==> src/rtl/mem_lsu_pkg.sv <==
// ---------------------------------------------------------------------------
// mem_lsu_pkg
// Shared definitions for the MEM-stage load/store unit:
//   - access size encodings carried on mem_size
//   - fault codes reported on exc_code
//   - the handshake FSM state type
// ---------------------------------------------------------------------------
package mem_lsu_pkg;

  localparam logic [1:0] SZ_BYTE   = 2'd0;
  localparam logic [1:0] SZ_HALF   = 2'd1;
  localparam logic [1:0] SZ_WORD   = 2'd2;
  localparam logic [1:0] SZ_DOUBLE = 2'd3;

  localparam logic [1:0] EXC_NONE     = 2'd0;
  localparam logic [1:0] EXC_MISALIGN = 2'd1;
  localparam logic [1:0] EXC_TIMEOUT  = 2'd2;

  typedef enum logic {
    ST_IDLE = 1'b0,
    ST_WAIT = 1'b1
  } lsu_state_e;

endpackage

==> src/rtl/lsu_align.sv <==
// ---------------------------------------------------------------------------
// lsu_align
// Purely combinational lane steering for the load/store unit.
// Ports:
//   addr_off_i  byte offset of the access within the data word
//   size_i      access size (byte/half/word/double)
//   uns_i       zero-extend loads when set, sign-extend otherwise
//   wdata_i     right-aligned store data
//   rdata_i     raw data word returned by memory
//   misalign_o  offset is not a multiple of the access size
//   be_o        byte enables for the addressed lane
//   wdata_o     store data replicated across every lane of the access size
//   rdata_o     addressed lane, extended to DATA_W
// ---------------------------------------------------------------------------
module lsu_align
  import mem_lsu_pkg::*;
#(
  parameter int DATA_W = 32,
  parameter int NB     = DATA_W / 8,
  parameter int OFF_W  = $clog2(DATA_W / 8)
) (
  input  logic [OFF_W-1:0]  addr_off_i,
  input  logic [1:0]        size_i,
  input  logic              uns_i,
  input  logic [DATA_W-1:0] wdata_i,
  input  logic [DATA_W-1:0] rdata_i,
  output logic              misalign_o,
  output logic [NB-1:0]     be_o,
  output logic [DATA_W-1:0] wdata_o,
  output logic [DATA_W-1:0] rdata_o
);

  logic [7:0]        lane_mask;
  logic [DATA_W-1:0] shifted;
  logic [DATA_W-1:0] val_mask;
  logic              sign_bit;

  always_comb begin
    misalign_o = 1'b0;
    lane_mask  = 8'h01;
    wdata_o    = wdata_i;
    val_mask   = {DATA_W{1'b1}};
    // Bring the addressed lane down to bit 0 before extension.
    shifted    = rdata_i >> {addr_off_i, 3'b000};
    sign_bit   = shifted[DATA_W-1];

    case (size_i)
      SZ_BYTE: begin
        lane_mask = 8'h01;
        wdata_o   = {NB{wdata_i[7:0]}};
        val_mask  = DATA_W'(8'hFF);
        sign_bit  = shifted[7];
      end
      SZ_HALF: begin
        misalign_o = addr_off_i[0];
        lane_mask  = 8'h03;
        wdata_o    = {(NB/2){wdata_i[15:0]}};
        val_mask   = DATA_W'(16'hFFFF);
        sign_bit   = shifted[15];
      end
      SZ_WORD: begin
        misalign_o = (addr_off_i & OFF_W'(3)) != '0;
        lane_mask  = 8'h0F;
        wdata_o    = {(NB/4){wdata_i[31:0]}};
        val_mask   = DATA_W'(32'hFFFF_FFFF);
        sign_bit   = shifted[31];
      end
      default: begin
        // A double access only exists on a 64-bit datapath.
        misalign_o = (DATA_W == 32) ? 1'b1 : ((addr_off_i & OFF_W'(7)) != '0);
        lane_mask  = 8'hFF;
        wdata_o    = wdata_i;
        val_mask   = {DATA_W{1'b1}};
        sign_bit   = shifted[DATA_W-1];
      end
    endcase

    be_o = lane_mask[NB-1:0] << addr_off_i;

    if (uns_i) begin
      rdata_o = shifted & val_mask;
    end else begin
      rdata_o = (shifted & val_mask) | ({DATA_W{sign_bit}} & ~val_mask);
    end
  end

endmodule

==> src/rtl/mem_stage_lsu.sv <==
// ---------------------------------------------------------------------------
// mem_stage_lsu
// MEM pipeline stage: branch resolution, load/store unit with a
// variable-latency memory handshake, and the registered MEM/WB register.
// Ports:
//   clk, rst_n                 clock, synchronous active-low reset
//   in_valid..rd               EX/MEM register contents
//   stall                      hold EX/MEM and earlier stages
//   branch_taken/_addr_out     combinational branch resolution
//   dmem_*                     data-memory request/response
//   wb_*                       registered MEM/WB register
//   exc, exc_code, exc_addr    registered fault pulse and sticky details
// ---------------------------------------------------------------------------
module mem_stage_lsu
  import mem_lsu_pkg::*;
#(
  parameter int DATA_W  = 32,
  parameter int ADDR_W  = 32,
  parameter int REG_W   = 5,
  parameter int TIMEOUT = 16,
  parameter int CNT_W   = $clog2(TIMEOUT + 1)
) (
  input  logic                clk,
  input  logic                rst_n,
  input  logic                in_valid,
  input  logic                mem_rd,
  input  logic                mem_wr,
  input  logic                mem_br,
  input  logic [1:0]          mem_size,
  input  logic                mem_uns,
  input  logic [1:0]          wb_ctrl,
  input  logic                zero,
  input  logic [DATA_W-1:0]   alu_res,
  input  logic [DATA_W-1:0]   write_data,
  input  logic [ADDR_W-1:0]   branch_addr,
  input  logic [REG_W-1:0]    rd,
  output logic                stall,
  output logic                branch_taken,
  output logic [ADDR_W-1:0]   branch_addr_out,
  output logic                dmem_req,
  output logic                dmem_we,
  output logic [ADDR_W-1:0]   dmem_addr,
  output logic [DATA_W/8-1:0] dmem_be,
  output logic [DATA_W-1:0]   dmem_wdata,
  input  logic [DATA_W-1:0]   dmem_rdata,
  input  logic                dmem_ack,
  output logic                wb_valid,
  output logic [1:0]          wb_ctrl_out,
  output logic [DATA_W-1:0]   wb_alu_res,
  output logic [DATA_W-1:0]   wb_read_data,
  output logic [REG_W-1:0]    wb_rd,
  output logic                exc,
  output logic [1:0]          exc_code,
  output logic [ADDR_W-1:0]   exc_addr
);

  localparam int NB    = DATA_W / 8;
  localparam int OFF_W = $clog2(NB);

  lsu_state_e        state_q, state_d;
  logic [CNT_W-1:0]  cnt_q, cnt_d;

  logic [ADDR_W-1:0] addr;
  logic              memop;
  logic              is_load;
  logic              misalign;
  logic              req;
  logic              complete;
  logic              timeout;
  logic              misalign_evt;
  logic [DATA_W-1:0] load_ext;

  logic              wb_valid_d;

  assign addr    = alu_res[ADDR_W-1:0];
  assign memop   = in_valid & (mem_rd | mem_wr);
  // Read and write together behaves as a store.
  assign is_load = mem_rd & ~mem_wr;

  assign branch_taken    = in_valid & mem_br & zero;
  assign branch_addr_out = branch_addr;

  lsu_align #(
    .DATA_W (DATA_W),
    .NB     (NB),
    .OFF_W  (OFF_W)
  ) u_align (
    .addr_off_i (addr[OFF_W-1:0]),
    .size_i     (mem_size),
    .uns_i      (mem_uns),
    .wdata_i    (write_data),
    .rdata_i    (dmem_rdata),
    .misalign_o (misalign),
    .be_o       (dmem_be),
    .wdata_o    (dmem_wdata),
    .rdata_o    (load_ext)
  );

  assign dmem_addr = {addr[ADDR_W-1:OFF_W], {OFF_W{1'b0}}};
  assign dmem_we   = mem_wr;
  // Reset must never leak a request onto the bus.
  assign dmem_req  = req & rst_n;

  always_comb begin
    state_d      = state_q;
    cnt_d        = cnt_q;
    req          = 1'b0;
    stall        = 1'b0;
    complete     = 1'b0;
    timeout      = 1'b0;
    misalign_evt = 1'b0;

    case (state_q)
      ST_IDLE: begin
        if (memop && misalign) begin
          misalign_evt = 1'b1;
        end else if (memop) begin
          req = 1'b1;
          if (dmem_ack) begin
            complete = 1'b1;
          end else begin
            stall   = 1'b1;
            state_d = ST_WAIT;
            cnt_d   = CNT_W'(1);
          end
        end
      end
      ST_WAIT: begin
        req = 1'b1;
        if (dmem_ack) begin
          complete = 1'b1;
          state_d  = ST_IDLE;
          cnt_d    = '0;
        end else if (cnt_q == CNT_W'(TIMEOUT)) begin
          // Give up: release the pipeline and report the fault.
          timeout = 1'b1;
          state_d = ST_IDLE;
          cnt_d   = '0;
        end else begin
          stall = 1'b1;
          cnt_d = cnt_q + CNT_W'(1);
        end
      end
      default: begin
        state_d = ST_IDLE;
        cnt_d   = '0;
      end
    endcase
  end

  assign wb_valid_d = in_valid & (~memop | complete);

  always_ff @(posedge clk) begin
    if (!rst_n) begin
      state_q      <= ST_IDLE;
      cnt_q        <= '0;
      wb_valid     <= 1'b0;
      wb_ctrl_out  <= '0;
      wb_alu_res   <= '0;
      wb_read_data <= '0;
      wb_rd        <= '0;
      exc          <= 1'b0;
      exc_code     <= EXC_NONE;
      exc_addr     <= '0;
    end else begin
      state_q  <= state_d;
      cnt_q    <= cnt_d;
      wb_valid <= wb_valid_d;
      // Bubbles leave the payload fields untouched.
      if (wb_valid_d) begin
        wb_ctrl_out  <= wb_ctrl;
        wb_alu_res   <= alu_res;
        wb_rd        <= rd;
        wb_read_data <= (memop && is_load) ? load_ext : '0;
      end
      exc <= misalign_evt | timeout;
      if (misalign_evt) begin
        exc_code <= EXC_MISALIGN;
        exc_addr <= addr;
      end else if (timeout) begin
        exc_code <= EXC_TIMEOUT;
        exc_addr <= addr;
      end
    end
  end

endmodule

==> config.mk <==
export PLATFORM = sky130hd
export DESIGN_NAME = mem_stage_lsu
export DESIGN_NICKNAME = d
export VERILOG_FILES = /design/src/rtl/mem_lsu_pkg.sv /design/src/rtl/lsu_align.sv /design/src/rtl/mem_stage_lsu.sv
export SDC_FILE = /design/constraint.sdc
export NUM_CORES = 1
export LEC_CHECK = 0
export ABC_AREA = 1
export CAP_MARGIN = 20
export CORE_ASPECT_RATIO = 0.6
export CORE_MARGIN = 5
export CORE_UTILIZATION = 34
export CTS_CLUSTER_SIZE = 12
export DETAILED_ROUTE_END_ITERATION = 7
export GPL_ROUTABILITY_DRIVEN = 0
export GPL_TIMING_DRIVEN = 0
export PLACE_DENSITY = 0.82
export SYNTH_ARGS = -nofsm -noshare
export SYNTH_HDL_FRONTEND = slang
export SYNTH_SLANG_ARGS = --single-unit
==> constraint.sdc <==
create_clock -name clk -period 1.3 [get_ports clk]
set_input_delay 0.26 -clock clk [delete_from_list [all_inputs] [get_ports clk]]
set_output_delay 0.26 -clock clk [all_outputs]
set_load 0.1 [all_outputs]
Word level (Yosys, flattened, before mapping) --
Index checks and enable logic that the tools add are counted.
Storage, ports and cells: word-level logic and storage cells 79, flip-flop bits (word level) 113, input bits 146
Cells by class: $add $sub $neg 1, muxes and demuxes 35, reductions and logical operators 7, equality and inequality tests 6, bitwise operators 17, shift-type cells 2
Operators by type and width (number):
- two-way mux 32 bit | 4
- case mux 32 bit (2 select lines) | 2
- bitwise AND 32 bit | 2
- inverter 32 bit | 1
- bitwise OR 32 bit | 1
- right shift 32 x 5 -> 32 bit | 1
- two-way mux 5 bit | 5
- two-way mux 1 bit | 17
- case mux 4 bit (3 select lines) | 1
- case mux 5 bit (2 select lines) | 1
- case mux 1 bit (2 select lines) | 4
- bitwise AND 1 bit | 6
- != test 2 bit (second input constant) | 3
- adder 5 x 1 -> 5 bit (second input constant) | 1
- == test 5 bit (second input constant) | 1
- inverter 1 bit | 4
- nonzero test 2 bit | 2
- << shifter 4 x 2 -> 4 bit | 1
- bitwise OR 1 bit | 3
- case mux 1 bit (3 select lines) | 1
- AND reduction 3 bit | 1
- == test 2 x 1 -> 1 bit (second input constant) | 1
- == test 2 bit (second input constant) | 1
- logical AND 1 bit | 2
- other kinds (2) | 2

Longest topological paths before layout --
Gate-level depths: netlist of the first run.
depth after elaboration 7, mapped depth 12, depth with buffers taken out 9

Cells and area by module --
A second synthesis of the first run with hierarchy kept.
Second synthesis, totals: cell total of the unflattened synthesis 896, area total of the unflattened synthesis 6137.1 um^2
Modules (own cells, without submodules):
- mem_stage_lsu | cells an instance 637, seq. area each 2262.2 um^2, area each 4956.0 um^2, times used 1
- lsu_align | cells an instance 259, seq. area each 0.0 um^2, area each 1181.1 um^2, times used 1

Least setup slack after synthesis of the first run --
Ideal clock, no wire load.
kind flip-flop to output port, start point reg state_q, end point out stall, arrival time 3.074 ns, data required time 1.040 ns, slack -2.034 ns, path buffers 2, cell stages (with the launch flop) 7, cell sequence dfxtp_1 -> clkbuf_1 -> nor2_1 -> nand2_4 -> buf_4 -> o21ai_0 -> nor3_1
Between the ends: longest elaborated chain between the ends 2
Ends and longest elaborated chain:
- start: declaration | RTL line mem_stage_lsu.sv:60 | lsu_state_e state_q, state_d;
- start signal: assignment | RTL line mem_stage_lsu.sv:166 | state_q <= state_d;
- inverter 1 bit
- case mux 1 bit (2 select lines) (*) | RTL line mem_stage_lsu.sv:113 | case (state_q)
- end: declaration | RTL line mem_stage_lsu.sv:37 | output logic stall,
Mark *: on every way between the ends. The rest lies on a longest branch, timed or not.

Final worst setup path of the first run --
start point reg cnt_q[0], end point out stall
Between the ends: longest elaborated chain between the ends 4
Ends and longest elaborated chain:
- start: declaration | RTL line mem_stage_lsu.sv:61 | logic [CNT_W-1:0] cnt_q, cnt_d;
- start signal: assignment | RTL line mem_stage_lsu.sv:167 | cnt_q <= cnt_d;
- == test 5 bit | RTL line mem_stage_lsu.sv:134 | end else if (cnt_q == CNT_W'(TIMEOUT)) begin
- two-way mux 1 bit | RTL line mem_stage_lsu.sv:134
- two-way mux 1 bit | RTL line mem_stage_lsu.sv:130 | if (dmem_ack) begin
- case mux 1 bit (2 select lines) | RTL line mem_stage_lsu.sv:113
No other way between the ends.

==> results of run 1 <==
-- placed cells by master, fill, tap and decap left out, types with 4 or more instances in the layout --
| cell | netlist | routed |
|---|---|---|
| o21ai_4 | 0 | 7 |
| nand2_4 | 2 | 59 |
| dlygate4sd2_1 | 0 | 47 |
| nand2_8 | 0 | 20 |
| inv_2 | 5 | 9 |
| inv_6 | 0 | 6 |
| nor2_1 | 79 | 58 |
| a21oi_2 | 1 | 61 |
| inv_8 | 0 | 4 |
| nand3_2 | 2 | 9 |
| a21oi_1 | 86 | 24 |
| dfxtp_1 | 113 | 65 |
| buf_6 | 2 | 68 |
| buf_8 | 0 | 34 |
| buf_4 | 79 | 127 |
| nor2_2 | 1 | 8 |
| nand2_2 | 1 | 45 |
| clkdlybuf4s50_1 | 0 | 48 |
| nand3_4 | 0 | 12 |
| dfxtp_2 | 0 | 46 |
| buf_16 | 0 | 9 |
| clkbuf_2 | 0 | 4 |
| clkdlybuf4s15_2 | 0 | 34 |
| o21ai_2 | 0 | 35 |
| buf_12 | 0 | 127 |
| clkbuf_16 | 0 | 22 |
| nor2_4 | 0 | 14 |
| clkdlybuf4s15_1 | 0 | 4 |
| nand3_1 | 83 | 64 |
| inv_1 | 24 | 11 |
| dlymetal6s2s_1 | 0 | 5 |
| nand2_1 | 245 | 127 |
| mux2i_1 | 7 | 7 |
| nand4_1 | 5 | 5 |
| o21ai_0 | 48 | 8 |
| clkbuf_1 | 20 | 11 |
-- cell families (layout without fill, tap and decap cells) --
family                     Yosys count  in the layout  share of synthesized area [%]
AOI/OAI and AO/OA                  145            145                           12.9
xor gates and xnor gates             2              2                          0.302
adders and majority gates            2              2                          0.431
buffers and inverters              157            592                           16.0
DFF                                113            113                           39.0
muxes                                7              7                           1.21
other                                1              3                         0.0646
and+or+nand+nor                    422            425                           30.1
-- per-stage QoR --
step                      utilization (%)  cells  total power, mW  setup TNS, ns  hold WS (ns)
after floorplan                         -    850             7.53          -7.95         0.339
after global placement               57.4   1404             8.91        -253.04         0.438
after detailed placement             57.4   1404             8.95        -256.76         0.439
after CTS                            73.9   1500             14.7         -26.63         0.244
after global routing                 84.6   1523             16.0         -33.30         0.178
final                                84.6   1523             15.6         -28.25         0.165
-- metal layers --
| metal | GRT usage, % | share of wire (%) | vias to the layer above |
|---|---|---|---|
| met5 | 0 | 0 | - |
| met4 | 4.65 | 2.1 | 0 |
| li1 | - | - | 3572 |
| met2 | 45.2 | 49 | 474 |
| met1 | 40.2 | 40 | 3882 |
| met3 | 8.01 | 9.2 | 77 |
-- area by class of cell --
| class | count | area (µm²) |
|---|---|---|
| repair buffers | 412 | 5590 |
| plain buffers | 118 | 1050 |
| fillers | 882 | 2600 |
| clock inverters | 15 | 173 |
| inverters | 30 | 181 |
| diodes | 1 | 2.50 |
| multi-input cells | 583 | 4310 |
| well taps | 234 | 293 |
| clock buffers | 17 | 425 |
| flip-flops and latches | 113 | 2330 |
-- state kept, by name (all words and copies together), names as in the netlist --
name and cells:
exc_code 2, wb_rd 5, wb_ctrl_out 2, wb_read_data 32, exc_addr 32, wb_alu_res 32, cnt_q 5, wb_valid 1
state_q 1, exc 1
-- timing repair --
action | in CTS | in global routing
endpoints found under the setup margin | 322 | 211
gates resized for setup | 1731 | 497
pin swaps | 65 | 115
gates cloned | 19 | 4
buffers inserted | 50 | 34
hold buffers | 0 | 0
-- report_power, final --
group	leakage (nW)	total [mW]	switching, mW	internal, mW
sequential	0.944	3.88	0.220	3.66
clock	0.289	4.88	1.99	2.89
combinational	5.12	6.82	4.42	2.40
total	6.35	15.6	6.63	8.94
-- path summary, 6_finish.rpt --
path | slack, ns | to | from | cells after the start
setup / recovery | -0.54 | stall | cnt_q[0] | 6
hold / removal | 0.17 | state_q | dmem_ack | 2
setup reg to reg | -0.53 | exc_addr[7] | cnt_q[0] | 11
hold reg to reg | 0.48 | exc_code[1] | exc_code[1] | 2
-- worst max-delay path, stage by stage, from the launching register on --
cell     delay [ns]
dfxtp_4        0.36
inv_4          0.07
ha_4           0.13
nand4_1        0.15
nor2_2         0.21
nor3_4         0.06
buf_12         0.17
==> reports/metrics.csv, run 1 <==
stage,metric,value,unit
worst_setup_path,critPathLaunchType,register,
final_layout,drive_above_1_share,61.5,%
routing,vias,8005,
floorplanning,start_util,34.2,%
placed_design,place_area,0.00973,mm²
floorplanning,die_w,179,µm
worst_setup_path,end_kind,output port,
floorplanning,die-area,0.0199,mm²
placed_design,place_worst_setup_slack,-2.22,ns
worst_setup_path,required,1.04,ns
yosys,ys_types,33,
sta,maxSlewViolCount,0,
clock_network,cts_tree,yes,
routing,wl_per_cell,22.7,µm
routing,final_antenna_net_count,0,
yosys,syn-cell-area,0.00580,mm²
final_layout,num-nets-final,1423,
worst_setup_path,critPathMaxFanout,2,
sta,final-setup-viol-count,144,
clock_network,cts_root_buffer,clkbuf_16,
clock_network,clk_latency,0.41,ns
clock_network,htreeDepth,4,
sta,fmax,545,MHz
routing,drt-total-wl,34600,µm
clock_network,cts_buffer_depth,2,
grt,grt.overflow.total,0,
yosys,synth_flop_cell,dfxtp_1,
yosys,synth_common_cells,"245 x nand2_1, 113 x dfxtp_1, 86 x a21oi_1",
routing,drt_iter0_drc,843,
routing,drc,0,
floorplanning,coreArea,0.0169,mm²
sta,fin_crit,1.84,ns
grt,grt_util_all_layers,28.8,%
sta,rsz0062_at_grt,yes,
yosys,netlist_top_cells_area,"dfxtp_1 39%, nand2_1 16%, buf_4 10%",
placed_design,hpwl,19800,µm
power_and_ir_drop,ir_drop,837,µV
sta,period_share,141,%
placed_design,io_buffers,320,
run_status,violations,setup timing,
job,drv_cap,0,
sta,fin_ws,-0.537,ns
yosys,yosys_warnings,0,
min_path,min_path_type,in -> reg,
yosys,ys_async_sr_fraction,0,%
yosys,yosysSeqAreaShare,39.0,%
sta,hold_violations,0,
yosys,syn_avg_cell_area,6.83,µm²
floorplanning,placementRows,37,
yosys,synth_edf_count,0,
floorplanning,ios,357,
yosys,synthDominantCellAreaShare,39.0,%
grt,antenna_found_initial,1,
yosys,synthCells,849,
grt,grt_max_degree,17,
worst_setup_path,critPathArrivalTime,1.58,ns
routing,viasPerCell,5.26,
worst_setup_path,worstSetupPathType,reg -> out,
power_and_ir_drop,power.density,1090,mW/mm²
clock_network,clk_pin_slew,0.06,ns
run_status,status,"complete, but fails checks",
routing,drtPass1Iterations,6,
power_and_ir_drop,p_leak,6.35,nW
grt,grt_pass1_wl,44900,µm
final_layout,design_area,0.0143,mm²
sta,skew,0.0183,ns
grt,grt_pass1_vias,7699,
yosys,synth_seq_cells,113,
clock_network,cts-buffers-inserted,17,
floorplanning,die_h,111,µm
final_layout,syn_to_final_growth,147,%
yosys,yosys.area.top_type,dfxtp_1,
sta,slew_headroom,33.9,%
clock_network,numClockSinks,113,
sta,tightest_slew,0.992,ns
yosys,synth.most_common_cell,nand2_1,
Power figures use the tool's default switching activity.
==> run 2, diff against run 1 <==
--- a/config.mk
+++ b/config.mk
@@ -6,7 +6,6 @@
 export NUM_CORES = 1
 export LEC_CHECK = 0
 export ABC_AREA = 1
-export CAP_MARGIN = 20
 export CORE_ASPECT_RATIO = 0.6
 export CORE_MARGIN = 5
 export CORE_UTILIZATION = 34
==> results of run 2 <==
No change in the layout: final DEF, timing and power equal those of run 1.
